**src/rtl/im_boot_loader.sv**
```systemverilog
// Byte-stream boot loader: assembles little-endian 32-bit words into instruction memory
// and holds the CPU in reset until a length-framed, checksum-verified image has arrived.
module im_boot_loader #(
   parameter int ADDR_WIDTH = 7
) (
   input  logic                  clk,
   input  logic                  rstn,
   input  logic [7:0]            rx_data,
   input  logic                  rx_valid,
   output logic                  rx_ready,
   input  logic                  reload,
   output logic                  im_we,
   output logic [ADDR_WIDTH-1:0] im_addr,
   output logic [31:0]           im_wdata,
   output logic                  cpu_rstn,
   output logic                  load_done,
   output logic                  load_err,
   output logic [15:0]           word_cnt
);

   typedef enum logic [2:0] {
      S_LEN_LO,
      S_LEN_HI,
      S_DATA,
      S_CSUM,
      S_DONE,
      S_ERR
   } state_t;

   localparam int unsigned DEPTH = 2 ** ADDR_WIDTH;

   state_t                state_q, state_d;
   logic [1:0]            idx_q, idx_d;
   logic [7:0]            acc_q, acc_d;
   logic [15:0]           len_q, len_d;
   logic [23:0]           buf_q, buf_d;
   logic                  im_we_q, im_we_d;
   logic [ADDR_WIDTH-1:0] im_addr_q, im_addr_d;
   logic [31:0]           im_wdata_q, im_wdata_d;
   logic [15:0]           word_cnt_q, word_cnt_d;
   logic                  load_done_q, load_done_d;
   logic                  load_err_q, load_err_d;
   logic                  cpu_rstn_q, cpu_rstn_d;
   logic                  accept;
   logic [15:0]           n_len;
   logic [15:0]           cnt_inc;

   function automatic logic [7:0] csum_add(input logic [7:0] a, input logic [7:0] b);
      return a + b;
   endfunction

   // Ready depends only on state; gating with rstn keeps it low while reset is held.
   always_comb begin
      rx_ready = 1'b0;
      if (rstn) begin
         case (state_q)
            S_LEN_LO, S_LEN_HI, S_DATA, S_CSUM: rx_ready = 1'b1;
            default:                            rx_ready = 1'b0;
         endcase
      end
   end

   assign accept  = rx_valid && rx_ready;
   assign n_len   = {rx_data, len_q[7:0]};
   assign cnt_inc = word_cnt_q + 16'd1;

   always_comb begin
      state_d    = state_q;
      idx_d      = idx_q;
      acc_d      = acc_q;
      len_d      = len_q;
      buf_d      = buf_q;
      im_we_d    = 1'b0;
      im_addr_d  = im_addr_q;
      im_wdata_d = im_wdata_q;
      word_cnt_d = word_cnt_q;

      case (state_q)
         S_LEN_LO: begin
            if (accept) begin
               len_d   = {8'h00, rx_data};
               state_d = S_LEN_HI;
            end
         end
         S_LEN_HI: begin
            if (accept) begin
               len_d = n_len;
               idx_d = 2'd0;
               if (32'(n_len) > DEPTH)  state_d = S_ERR;
               else if (n_len == 16'd0) state_d = S_CSUM;
               else                     state_d = S_DATA;
            end
         end
         S_DATA: begin
            if (accept) begin
               acc_d = csum_add(acc_q, rx_data);
               idx_d = idx_q + 2'd1;
               case (idx_q)
                  2'd0: buf_d[7:0]   = rx_data;
                  2'd1: buf_d[15:8]  = rx_data;
                  2'd2: buf_d[23:16] = rx_data;
                  default: begin
                     // Fourth byte completes the word; address is the pre-increment count.
                     im_we_d    = 1'b1;
                     im_addr_d  = word_cnt_q[ADDR_WIDTH-1:0];
                     im_wdata_d = {rx_data, buf_q};
                     word_cnt_d = cnt_inc;
                     if (cnt_inc == len_q) state_d = S_CSUM;
                  end
               endcase
            end
         end
         S_CSUM: begin
            if (accept) state_d = (rx_data == acc_q) ? S_DONE : S_ERR;
         end
         S_DONE, S_ERR: begin
            if (reload) begin
               state_d    = S_LEN_LO;
               acc_d      = 8'h00;
               idx_d      = 2'd0;
               len_d      = 16'h0000;
               word_cnt_d = 16'h0000;
            end
         end
         default: state_d = S_LEN_LO;
      endcase

      load_done_d = (state_d == S_DONE);
      cpu_rstn_d  = (state_d == S_DONE);
      load_err_d  = (state_d == S_ERR);
   end

   always_ff @(posedge clk or negedge rstn) begin
      if (!rstn) begin
         state_q     <= S_LEN_LO;
         idx_q       <= 2'd0;
         acc_q       <= 8'h00;
         len_q       <= 16'h0000;
         buf_q       <= 24'h000000;
         im_we_q     <= 1'b0;
         im_addr_q   <= '0;
         im_wdata_q  <= 32'h0000_0000;
         word_cnt_q  <= 16'h0000;
         load_done_q <= 1'b0;
         load_err_q  <= 1'b0;
         cpu_rstn_q  <= 1'b0;
      end else begin
         state_q     <= state_d;
         idx_q       <= idx_d;
         acc_q       <= acc_d;
         len_q       <= len_d;
         buf_q       <= buf_d;
         im_we_q     <= im_we_d;
         im_addr_q   <= im_addr_d;
         im_wdata_q  <= im_wdata_d;
         word_cnt_q  <= word_cnt_d;
         load_done_q <= load_done_d;
         load_err_q  <= load_err_d;
         cpu_rstn_q  <= cpu_rstn_d;
      end
   end

   assign im_we     = im_we_q;
   assign im_addr   = im_addr_q;
   assign im_wdata  = im_wdata_q;
   assign word_cnt  = word_cnt_q;
   assign load_done = load_done_q;
   assign load_err  = load_err_q;
   assign cpu_rstn  = cpu_rstn_q;

endmodule

```
**config.mk**
```make
export PLATFORM = sky130hd
export DESIGN_NAME = im_boot_loader
export DESIGN_NICKNAME = d
export VERILOG_FILES = /design/src/rtl/im_boot_loader.sv
export SDC_FILE = /design/constraint.sdc
export NUM_CORES = 1
export LEC_CHECK = 0
export CORE_MARGIN = 2
export CORE_UTILIZATION = 45
export CTS_BUF_LIST = sky130_fd_sc_hd__clkbuf_8
export DETAILED_ROUTE_END_ITERATION = 10
export GPL_TIMING_DRIVEN = 0
export HOLD_SLACK_MARGIN = 0.15
export PLACE_DENSITY = 0.63
export SYNTH_ARGS = -nofsm -noshare
export SYNTH_HDL_FRONTEND = slang
export SYNTH_SLANG_ARGS = --single-unit
```
**constraint.sdc**
```tcl
create_clock -name clk -period 4.4 [get_ports clk]
set_input_delay 0.88 -clock clk [delete_from_list [all_inputs] [get_ports clk]]
set_output_delay 0.88 -clock clk [all_outputs]
set_load 0.02 [all_outputs]
```
==> metrics.cfg <==
[status]
outcome = complete, but fails checks
violations = DRC

[placement]
finalWeightedCongestion = 0.877
hpwl_um = 8420
dp_cells = 695
port_buffers = 71

[timing]
timing_hold_violations_final = 0
clock.fmax_mhz = 301
period_minus_slack_ns = 3.33
fin_crit_sh_pct = 75.6
fin_skew_ns = 0.0125
rsz0062_at_grt = no
setup-tns-final_ns = 0
worstMarginPinSlew_ns = 0.768
setup_violations = 0
report.final.slew_viol_count = 0
slew_headroom_pct = 48.8

[worst_hold_path]
hold_class = in -> async

[clock_network]
clock_path_buffers = 2
cts_tree = built
clk_pin_slew_ns = 0.10
clock_latency_ns = 0.39
clock_sinks = 111
clock-root-buffer = clkbuf_8
hold_buffers = 0
post_cts_resized = 0
post-cts-setup-buffer-count = 0
cts_made_buffers = 9
cts-htree-levels = 3

[power]
p_sw_share_pct = 31.9
p_clk_share_pct = 26.3
switchingPower_mw = 0.713
seq_power_share_pct = 52.4
p_int_mw = 1.52
irDropWorstVdd_mv = 0.275
p_leak_nw = 2.99
share_comb_of_total_power_pct = 21.3
cellPowerDensity_nw_per_um2 = 346

[yosys]
async_flop_share_pct = 100
synth_top_area_share_pct = 52.0
syn_inst = 480
synth_flop_cell = dfrtp_1
syn_avg_cell_area_um2 = 11.1
synth_area_leaders = dfrtp_1 (52%), mux2_2 (13%), nand2_1 (3.9%), o21ai_0 (3.8%), xnor2_1 (3.1%)
ys_warn_count = 0
synth_nets = 505
yosysUniqueCellTypes = 48
synth_top_area_cell = dfrtp_1
synth-seq-cells = 111
ys_seq_area_share_pct = 52.0
synth_edf_count = 0
synthesis.area_um2 = 5340

[worst_setup_path]
startpoint_type = input pin
worstRegToRegCells = 8
arrival_ns = 3.59
cp_max_fo = 92
rr_startpoint = state_q[2]
critPathRequiredTime_ns = 4.66
end_kind = register
r2r_setup_slack_ns = 1.63
cp-startpoint = rstn
reg2reg_to = word_cnt[14]
cp-endpoint = word_cnt[14]
crit_type = in -> reg

[finish]
fill_cells = 1042
syn_to_final_growth_pct = 20.7
fin_cells = 711
drive_gt1_share_pct = 16.0
nets = 588
diodes = 0

[die]
initial_core_util_pct = 46.3
dieArea_um2 = 12700
rows = 39
io_pins = 72
die_height_um = 113
die_w_um = 113
placeableCoreArea_um2 = 11500

[route]
drc = 4
wl_um = 12000
avgRoutedWirePerCell_um = 16.9
drtIter0Drc = 309
dr.pass1.iters = 9
final_antenna_net_count = 0
routed-via-count = 3933
via_per_inst = 5.53

[global_routing]
antenna_found_initial = 0
grtUsageTotal_pct = 19.9
grt_pass1_wl_um = 19900
grt_overflow = 0
grt_max_degree = 93
grt_pass1_vias = 3819

[job]
maxCapViolCount = 0

==> layout make-up <==
class                           instances  area (um^2)  area share, %
Inverter                                8         30.0          0.466
Sequential cell                       111         2780           43.1
Timing Repair Buffer                   72          739           11.5
Multi-Input combinational cell        337         2430           37.7
Clock inverter                          7         65.1           1.01
Buffer                                 24         97.6           1.51
Clock buffer                            9          124           1.92
Tap cell                              143          179           2.78
==> per-layer routing <==
| layer | part of all wire, % | up-vias | track usage (%) | wire [um] |
|---|---|---|---|---|
| met5 | 0 | - | 0 | 0 |
| met3 | 5.6 | 9 | 5.57 | 674 |
| met4 | 0.98 | 0 | 4.23 | 118 |
| li1 | - | 1878 | - | - |
| met1 | 43 | 1945 | 25.9 | 5140 |
| met2 | 51 | 101 | 33.7 | 6070 |
==> critical path, cell delays in order <==
cell and delay (ns):
buf_6 0.23, buf_16 0.39, nand3b_4 0.16, nor4b_4 0.47, a21oi_1 0.29, o21bai_1 0.42, clkbuf_1 0.34, o21ai_0 0.25
o41ai_1 0.10
==> registers in the layout, indices dropped and copies added, names as in the netlist <==
register / count
load_err: 1
len_q: 16
cpu_rstn: 1
idx_q: 2
acc_q: 8
im_wdata: 32
buf_q: 24
word_cnt: 16
im_addr: 7
state_q: 3
im_we: 1
==> cell usage in the layout (no fill, tap or decap), types with 3 or more instances in the layout <==
cell / count
mux2_2: 63
clkdlybuf4s50_1: 70
a21o_1: 5
nor4_1: 6
buf_2: 3
a21oi_1: 16
o211ai_1: 3
mux2i_1: 3
clkbuf_1: 20
o41ai_1: 3
clkbuf_8: 9
and3_1: 4
o31ai_1: 6
ha_1: 12
xor2_1: 10
nor2_1: 25
nand2_1: 55
xnor2_1: 19
o21ai_0: 40
nor2b_1: 4
a31oi_1: 3
a22o_1: 8
inv_6: 4
nor3_1: 5
inv_1: 7
nand4_1: 7
o21bai_1: 3
nand3b_1: 3
nand3_1: 11
dfrtp_1: 111
==> worst min-delay path by stage <==
stage               from          end  cells after the start
2_1_floorplan  len_q[13]    len_q[13]                      2
3_3_place_gp    buf_q[8]  im_wdata[8]                      1
3_5_place_dp    buf_q[0]  im_wdata[0]                      1
4_1_cts             rstn   im_addr[3]                      1
5_1_grt             rstn    len_q[14]                      1
6_report            rstn   im_addr[3]                      1
==> metrics by stage <==
step | area [um^2] | power [mW] | util, % | hold WS (ns) | setup WS (ns)
after floorplan | 5340 | 1.52 | - | 0.469 | 1.93
after global placement | 6230 | 1.66 | 54.1 | 0.482 | -3.18
after detailed placement | 6260 | 1.67 | 54.3 | 0.490 | 0.646
after CTS | 6440 | 2.27 | 56.0 | 0.326 | 1.07
after global routing | 6440 | 2.38 | 56.0 | 0.324 | 0.772
final | 6440 | 2.23 | 56.0 | 0.336 | 1.07
==> synthesized netlist by cell type, types with 3 or more instances <==
library cell  count
a22o_1            8
nor4_1            6
nand4_1           7
ha_1             12
nor2b_1           4
nand2_1          55
xnor2_1          19
nand3_1          11
nor3_1            5
a31oi_1           3
dfrtp_1         111
o211ai_1          3
o21bai_1          3
o41ai_1           3
xor2_1           10
o31ai_1           6
inv_1             7
clkbuf_1         20
buf_2             3
nand3b_1          3
mux2i_1           3
nor2_1           25
and3_1            4
a21oi_1          16
a21o_1            5
o21ai_0          40
mux2_2           63
==> power groups by stage <==
stage	clock network, mW	logic, mW	registers (mW)
global placement	0	0.469	1.19
floorplan	0	0.340	1.18
finish	0.587	0.476	1.17
global route	0.656	0.541	1.19
detailed placement	0	0.478	1.19
CTS	0.614	0.481	1.17
==> cells by family (layout without fill, tap and decap cells) <==
| family | Yosys count | after routing | share of synthesized area, % |
|---|---|---|---|
| flip-flops | 111 | 111 | 52.0 |
| multiplexers | 66 | 66 | 13.9 |
| adder cells (fa/ha/maj) | 13 | 13 | 3.19 |
| AND/OR/NAND/NOR | 133 | 133 | 12.4 |
| buffers and inverters | 32 | 120 | 2.39 |
| AO/OA/AOI/OAI | 96 | 96 | 11.4 |
| XOR/XNOR | 29 | 29 | 4.76 |
No activity file was read; power rests on OpenSTA's default activity.
